## config.mk

```make
export PLATFORM = sky130hd
export DESIGN_NAME = inst_fetch
export DESIGN_NICKNAME = d
export VERILOG_FILES = /design/src/rtl/inst_fetch_pkg.sv /design/src/rtl/fetch_fifo.sv /design/src/rtl/inst_fetch.sv
export SDC_FILE = /design/constraint.sdc
export NUM_CORES = 1
export LEC_CHECK = 0
export ABC_CLOCK_PERIOD_IN_PS = 8400
export BUFFER_PORTS_ARGS = -buffer_cell sky130_fd_sc_hd__buf_4
export CORE_ASPECT_RATIO = 0.7
export CORE_MARGIN = 2
export CORE_UTILIZATION = 26
export CTS_BUF_LIST = sky130_fd_sc_hd__clkbuf_2
export CTS_CLUSTER_DIAMETER = 40
export CTS_CLUSTER_SIZE = 20
export DETAILED_ROUTE_END_ITERATION = 12
export PLACE_DENSITY = 0.58
export REMOVE_ABC_BUFFERS = 1
export SLEW_MARGIN = 5
export SYNTH_ARGS = -nofsm -noshare
export SYNTH_HDL_FRONTEND = slang
export SYNTH_HIERARCHICAL = 1
export SYNTH_SLANG_ARGS = --single-unit
```

## constraint.sdc

```tcl
create_clock -name clk -period 8.4 [get_ports clk]
set_input_delay 0.84 -clock clk [delete_from_list [all_inputs] [get_ports clk]]
set_output_delay 0.84 -clock clk [all_outputs]
set_load 0.05 [all_outputs]
```

## src/rtl/inst_fetch_pkg.sv

```systemverilog
// -----------------------------------------------------------------------------
// inst_fetch_pkg
// Shared constants for the fetch stage: reset and chip-enable levels, bus
// widths, the fetch FSM state encoding and the buffer room check.
// -----------------------------------------------------------------------------
package inst_fetch_pkg;

   localparam logic RST_ENABLE    = 1'b1;
   localparam logic CHIP_ENABLE   = 1'b1;
   localparam logic CHIP_DISABLE  = 1'b0;
   localparam int   INST_ADDR_BUS = 32;
   localparam int   INST_BUS      = 32;

   typedef enum logic [1:0] {
      IF_IDLE = 2'b00,
      IF_REQ  = 2'b01,
      IF_RESP = 2'b10,
      IF_DROP = 2'b11
   } if_state_e;

   // True when one more entry still fits, i.e. the next fetch has a slot
   // reserved for it before it is issued.
   function automatic logic has_room(input int cnt, input int depth);
      return ((cnt + 32'sd1) <= depth);
   endfunction

endpackage

```

## src/rtl/fetch_fifo.sv

```systemverilog
// -----------------------------------------------------------------------------
// fetch_fifo
// Synchronous FIFO holding {pc, inst} pairs between the fetch FSM and IF/ID.
// Ports:
//   clk, rst      clock, synchronous active-high reset
//   i_push        write i_wdata at the tail
//   i_pop         drop the head entry (caller guarantees non-empty)
//   i_flush       empty the FIFO; wins over push and pop
//   i_wdata       entry to write
//   o_rdata       head entry (combinational read)
//   o_count       current occupancy, 0..DEPTH
// -----------------------------------------------------------------------------
module fetch_fifo #(
   parameter int  DEPTH = 2,
   parameter int  WIDTH = 64,
   localparam int PW    = (DEPTH > 1) ? $clog2(DEPTH) : 1,
   localparam int CW    = PW + 1
) (
   input  logic             clk,
   input  logic             rst,
   input  logic             i_push,
   input  logic             i_pop,
   input  logic             i_flush,
   input  logic [WIDTH-1:0] i_wdata,
   output logic [WIDTH-1:0] o_rdata,
   output logic [CW-1:0]    o_count
);

   logic [WIDTH-1:0] r_mem [DEPTH];
   logic [PW-1:0]    r_rptr;
   logic [PW-1:0]    r_wptr;
   logic [CW-1:0]    r_count;

   // pointers and occupancy; DEPTH is a power of two so pointers wrap naturally
   always_ff @(posedge clk) begin
      if (rst) begin
         r_rptr  <= {PW{1'b0}};
         r_wptr  <= {PW{1'b0}};
         r_count <= {CW{1'b0}};
      end else if (i_flush) begin
         r_rptr  <= {PW{1'b0}};
         r_wptr  <= {PW{1'b0}};
         r_count <= {CW{1'b0}};
      end else begin
         if (i_push) begin
            r_wptr <= r_wptr + PW'(1'b1);
         end
         if (i_pop) begin
            r_rptr <= r_rptr + PW'(1'b1);
         end
         r_count <= r_count + CW'(i_push) - CW'(i_pop);
      end
   end

   // entry storage; contents need no reset because the count gates reads
   always_ff @(posedge clk) begin
      if (i_push && !i_flush && !rst) begin
         r_mem[r_wptr] <= i_wdata;
      end
   end

   assign o_rdata = r_mem[r_rptr];
   assign o_count = r_count;

endmodule

```

## src/rtl/inst_fetch.sv

```systemverilog
// -----------------------------------------------------------------------------
// inst_fetch
// Fetch stage behind the PC register. Issues one instruction-memory request at
// a time, buffers returned {pc, inst} pairs for IF/ID, holds the PC register
// through stallreq_o, and discards in-flight/buffered fetches on a branch.
// Ports:
//   clk, rst                  clock, synchronous active-high reset
//   pc_i, ce_i                current PC and chip enable from the PC register
//   stall[5:0]                ctrl stall vector; stall[1] = decode not consuming
//   flush_i                   taken branch from decode
//   imem_req_o/imem_addr_o    memory request and address (pc_i)
//   imem_gnt_i                request accepted this cycle
//   imem_rvalid_i/imem_rdata_i  returned instruction
//   if_pc_o/if_inst_o/if_valid_o  buffer head towards IF/ID
//   stallreq_o                hold request towards ctrl
// -----------------------------------------------------------------------------
module inst_fetch
   import inst_fetch_pkg::*;
#(
   parameter int DEPTH = 2,
   parameter int AW    = INST_ADDR_BUS
) (
   input  logic                clk,
   input  logic                rst,
   input  logic [AW-1:0]       pc_i,
   input  logic                ce_i,
   input  logic [5:0]          stall,
   input  logic                flush_i,
   output logic                imem_req_o,
   output logic [AW-1:0]       imem_addr_o,
   input  logic                imem_gnt_i,
   input  logic                imem_rvalid_i,
   input  logic [INST_BUS-1:0] imem_rdata_i,
   output logic [AW-1:0]       if_pc_o,
   output logic [INST_BUS-1:0] if_inst_o,
   output logic                if_valid_o,
   output logic                stallreq_o
);

   localparam int PW    = (DEPTH > 1) ? $clog2(DEPTH) : 1;
   localparam int CW    = PW + 1;
   localparam int WIDTH = AW + INST_BUS;

   if_state_e        r_state;
   if_state_e        w_state_next;
   logic [AW-1:0]    r_pc_inflight;
   logic [CW-1:0]    w_count;
   logic [CW-1:0]    w_count_after;
   logic [WIDTH-1:0] w_head;
   logic             w_valid;
   logic             w_push;
   logic             w_pop;
   logic             w_req;
   logic [AW-1:0]    w_addr;
   logic             w_stallreq;
   logic             w_unused_stall;

   // only the decode stall bit matters to this stage
   assign w_unused_stall = ^{stall[5:2], stall[0]};

   assign w_valid = (w_count != {CW{1'b0}});
   assign w_push  = (r_state == IF_RESP) && imem_rvalid_i && !flush_i;
   assign w_pop   = w_valid && !stall[1] && !flush_i;

   // Occupancy once this cycle's push/pop land; used when deciding to re-issue
   // straight out of RESP so the next entry already has its slot.
   assign w_count_after = w_count + CW'(w_push) - CW'(w_pop);

   fetch_fifo #(
      .DEPTH (DEPTH),
      .WIDTH (WIDTH)
   ) u_fifo (
      .clk     (clk),
      .rst     (rst),
      .i_push  (w_push),
      .i_pop   (w_pop),
      .i_flush (flush_i),
      .i_wdata ({r_pc_inflight, imem_rdata_i}),
      .o_rdata (w_head),
      .o_count (w_count)
   );

   // state register and capture of the PC whose request was just granted
   always_ff @(posedge clk) begin
      if (rst == RST_ENABLE) begin
         r_state       <= IF_IDLE;
         r_pc_inflight <= {AW{1'b0}};
      end else begin
         r_state <= w_state_next;
         if (w_req && imem_gnt_i) begin
            r_pc_inflight <= pc_i;
         end
      end
   end

   // next-state logic; a flush overrides every other event in the cycle
   always_comb begin
      w_state_next = r_state;
      case (r_state)
         IF_IDLE: begin
            if (!flush_i && (ce_i == CHIP_ENABLE) && has_room(int'(w_count), DEPTH)) begin
               w_state_next = IF_REQ;
            end else begin
               w_state_next = IF_IDLE;
            end
         end
         IF_REQ: begin
            if (flush_i) begin
               w_state_next = IF_IDLE;
            end else if (imem_gnt_i) begin
               w_state_next = IF_RESP;
            end else begin
               w_state_next = IF_REQ;
            end
         end
         IF_RESP: begin
            if (flush_i) begin
               // response still owed by memory must be swallowed in DROP
               w_state_next = imem_rvalid_i ? IF_IDLE : IF_DROP;
            end else if (imem_rvalid_i) begin
               if ((ce_i == CHIP_ENABLE) && has_room(int'(w_count_after), DEPTH)) begin
                  w_state_next = IF_REQ;
               end else begin
                  w_state_next = IF_IDLE;
               end
            end else begin
               w_state_next = IF_RESP;
            end
         end
         IF_DROP: begin
            if (imem_rvalid_i) begin
               w_state_next = IF_IDLE;
            end else begin
               w_state_next = IF_DROP;
            end
         end
         default: begin
            w_state_next = IF_IDLE;
         end
      endcase
   end

   // memory request and PC hold; the PC may only move in a grant cycle
   always_comb begin
      w_req      = 1'b0;
      w_addr     = {AW{1'b0}};
      w_stallreq = 1'b0;
      if ((rst == RST_ENABLE) || flush_i) begin
         w_req      = 1'b0;
         w_addr     = {AW{1'b0}};
         w_stallreq = 1'b0;
      end else begin
         w_req  = (r_state == IF_REQ);
         w_addr = w_req ? pc_i : {AW{1'b0}};
         if (ce_i == CHIP_DISABLE) begin
            w_stallreq = 1'b0;
         end else begin
            w_stallreq = ~(w_req & imem_gnt_i);
         end
      end
   end

   // buffer head towards IF/ID, zero while nothing is buffered
   always_comb begin
      if_pc_o   = {AW{1'b0}};
      if_inst_o = {INST_BUS{1'b0}};
      if (w_valid) begin
         if_pc_o   = w_head[WIDTH-1:INST_BUS];
         if_inst_o = w_head[INST_BUS-1:0];
      end else begin
         if_pc_o   = {AW{1'b0}};
         if_inst_o = {INST_BUS{1'b0}};
      end
   end

   assign imem_req_o  = w_req;
   assign imem_addr_o = w_addr;
   assign stallreq_o  = w_stallreq;
   assign if_valid_o  = w_valid;

endmodule

```

==> impl_metrics.ini <==
[synth]
synth_xor_area_share_pct = 0.851
synth-edff-count = 128
syn_area_um2 = 7350
ys_types = 36
postSynthAreaPerCell_um2 = 14.8
synth-seq-cells = 167
synth_compound_area_share_pct = 4.92
synth-simple-area-share_pct = 12.3
synth.mux.area_fraction_pct = 12.9
synth_fa_ha_area_share_pct = 0.681
synthFlopType = edfxtp_1
netlist_instances = 497
synth.area.top_cells = edfxtp_1, mux2_4, dfxtp_1
synth_top_area_share_pct = 52.3
synth_top_cell_by_area = edfxtp_1
yosysWarnings = 6
seq_area_frac_synth_pct = 62.9
synth_top_family_by_area = multiplexers
synthArstFlopShare_pct = 0

[timing]
whs_ns = 0.221
fmax_mhz = 263
rsz0062_at_grt = false
worst_slew_margin_rel_pct = 30.6
hold_viol = 0
fin_crit_ns = 3.80
tightest_slew_ns = 1.04
finalCritPeriodShare_pct = 45.3
final-max-slew-violation-count = 0
clock_skew_ns = 0.0406
setup_viol = 0

[job]
drv_cap = 0

[setup_path]
reg2reg_depth = 9
cp.arrival_ns = 2.96
reg2reg_slack_ns = 5.29
reg2reg_to = r_state[0]
cpMostUsedCell = buf_4
slowest_stage = dfxtp_4
crit_chain = buf_4, mux2_2, and2_1, buf_4
criticalPathCategory = reg2out
crit_path_end_kind = primary output
path_depth = 4
cp-start-kind = flop
cp.required_ns = 7.56
cp_max_fo = 39
crit_family = buffers and inverters
cp_num_buf_inv = 2
critical_path.max_stage_delay_ns = 0.75
r2r_start = u_fifo/o_count[1]
crit_end = if_pc_o[29]

[die]
pin_count = 175
start_util_pct = 26.4
dieArea_um2 = 29600
coreArea_um2 = 27800
rows = 51
die-height_um = 145
die_w_um = 205

[global_routing]
overflow = 0
grt_pass1_wl_um = 25000
antenna_found_initial = 0
grt_pass1_vias = 4281
grt_usage_pct = 11.6
grt_max_degree = 65

[layout]
final_layout_size_suffix_gt1_share_pct = 41.8
insertedDiodeCount = 0
nNetsFinal = 737
stdcell_area_um2 = 9000
multi_input_area_um2 = 2340
fillers = 2810
seqCellArea_um2 = 4630
areaGrowthSynthToFinish_pct = 22.5
layout_commonest_cell = buf_4
final_cell_mix = buf_4, edfxtp_1, and2_1

[routing]
vias = 4367
first_pass_iters = 4
drtAntennaViolNets = 0
drc = 0
viasPerCell = 4.20
post_drt_wl_per_cell_um = 16.2
drt_iter0_drc = 190
wl_um = 16900

[clock_network]
clk_pin_slew_ns = 0.28
cts_buffer_depth = 2
cts_resized = 0
hold_buffers = 0
htreeDepth = 4
clock-sinks = 167
cts_made_buffers = 17
tritoncts = done
post_cts_buffers = 0
clk_latency_ns = 0.77
cts_root_buffer = clkbuf_2

[placement]
numPortBuffers = 169
dp_hpwl_um = 10300
place_congestion = 0.702
place_area_um2 = 8770

[min_path]
hold_path_class = in2reg

[outcome]
status = finished, final reports clean

[pwr]
power.total_mw = 1.38
power.density_nw_per_um2 = 153
ir_drop_mv = 0.0720
power.leakage_nw = 3.49
## worst register-to-register path: stages, from the launching register on
cell,delay (ns)
dfxtp_1,0.49
or2_2,0.49
buf_4,0.48
nor3b_1,0.45
ha_1,0.31
inv_1,0.06
ha_1,0.14
xnor3_1,0.24
a221oi_1,0.26
o21ai_0,0.10
## cells in the mapped netlist, types with 2 or more instances
| library cell | count |
|---|---|
| edfxtp_1 | 128 |
| and2_1 | 97 |
| mux2_4 | 60 |
| dfxtp_1 | 39 |
| nand3_1 | 33 |
| a21oi_1 | 31 |
| o21ai_0 | 28 |
| buf_6 | 11 |
| buf_12 | 9 |
| clkbuf_1 | 8 |
| inv_1 | 6 |
| nor3_1 | 5 |
| o21ai_1 | 5 |
| buf_2 | 4 |
| ha_1 | 4 |
| mux2_2 | 4 |
| and3_1 | 2 |
| and3b_1 | 2 |
| nor4b_1 | 2 |
| xnor2_1 | 2 |
| xnor3_1 | 2 |
## per-layer routing
layer	vias up	global-route usage [%]	wire length [um]
met1	2109	15.4	7930
met5	-	0	0
met4	0	3.52	174
met2	127	18.0	7580
li1	2116	-	-
met3	15	3.79	1210
## area by class of cell
cell class              instances  share of cell area (%)
well taps                     371                    5.16
repair buffers                175                    14.6
inverters                       6                   0.250
clock buffers                  18                    1.00
flip-flops and latches        167                    51.4
clock inverters                14                    1.54
multi-input cells             290                    26.0
## worst min-delay path by stage
stage	startpoint	to	slack, ns	cells after the start
floorplan	r_pc_inflight[0]	u_fifo/r_mem[0][32]	0.42	0
global placement	r_pc_inflight[20]	u_fifo/r_mem[0][52]	0.42	0
detailed placement	r_pc_inflight[31]	u_fifo/r_mem[1][63]	0.43	0
CTS	imem_rdata_i[17]	u_fifo/r_mem[1][17]	0.09	1
global route	imem_rdata_i[26]	u_fifo/r_mem[0][26]	0.06	1
finish	imem_rdata_i[17]	u_fifo/r_mem[1][17]	0.22	1
## logic make-up (layout without fill, tap and decap cells)
logic type,count (synthesis),after routing
fa+ha+maj,4,4
mux,64,64
compound gates,69,69
simple gates,149,149
xor+xnor,4,4
buf+inv,40,213
flops,167,167
## power breakdown
part	total, mW	switching (mW)	internal (mW)
clock	0.423	0.304	0.119
combinational	0.0678	0.0386	0.0293
sequential	0.886	0.00152	0.885
## sequential cells by signal (all words and copies together) (netlist names), named ones only
signal          cells
u_fifo/r_wptr       1
u_fifo/r_rptr       1
u_fifo/r_mem      128
u_fifo/o_count      2
r_pc_inflight      32
r_state             2
## per-stage QoR
| stage | worst slack [ns] | TNS, ns | util, % | cells |
|---|---|---|---|---|
| 6_report | 4.60 | 0 | 32.3 | 1041 |
| 5_1_grt | 4.29 | 0 | 32.3 | 1041 |
| 4_1_cts | 4.38 | 0 | 32.3 | 1041 |
| 3_5_place_dp | 5.13 | 0 | 31.5 | 1009 |
| 3_3_place_gp | 5.13 | 0 | 31.5 | 1009 |
| 2_1_floorplan | -0.341 | -21.79 | - | 463 |
Note: power is estimated with default switching activity, not from simulation.
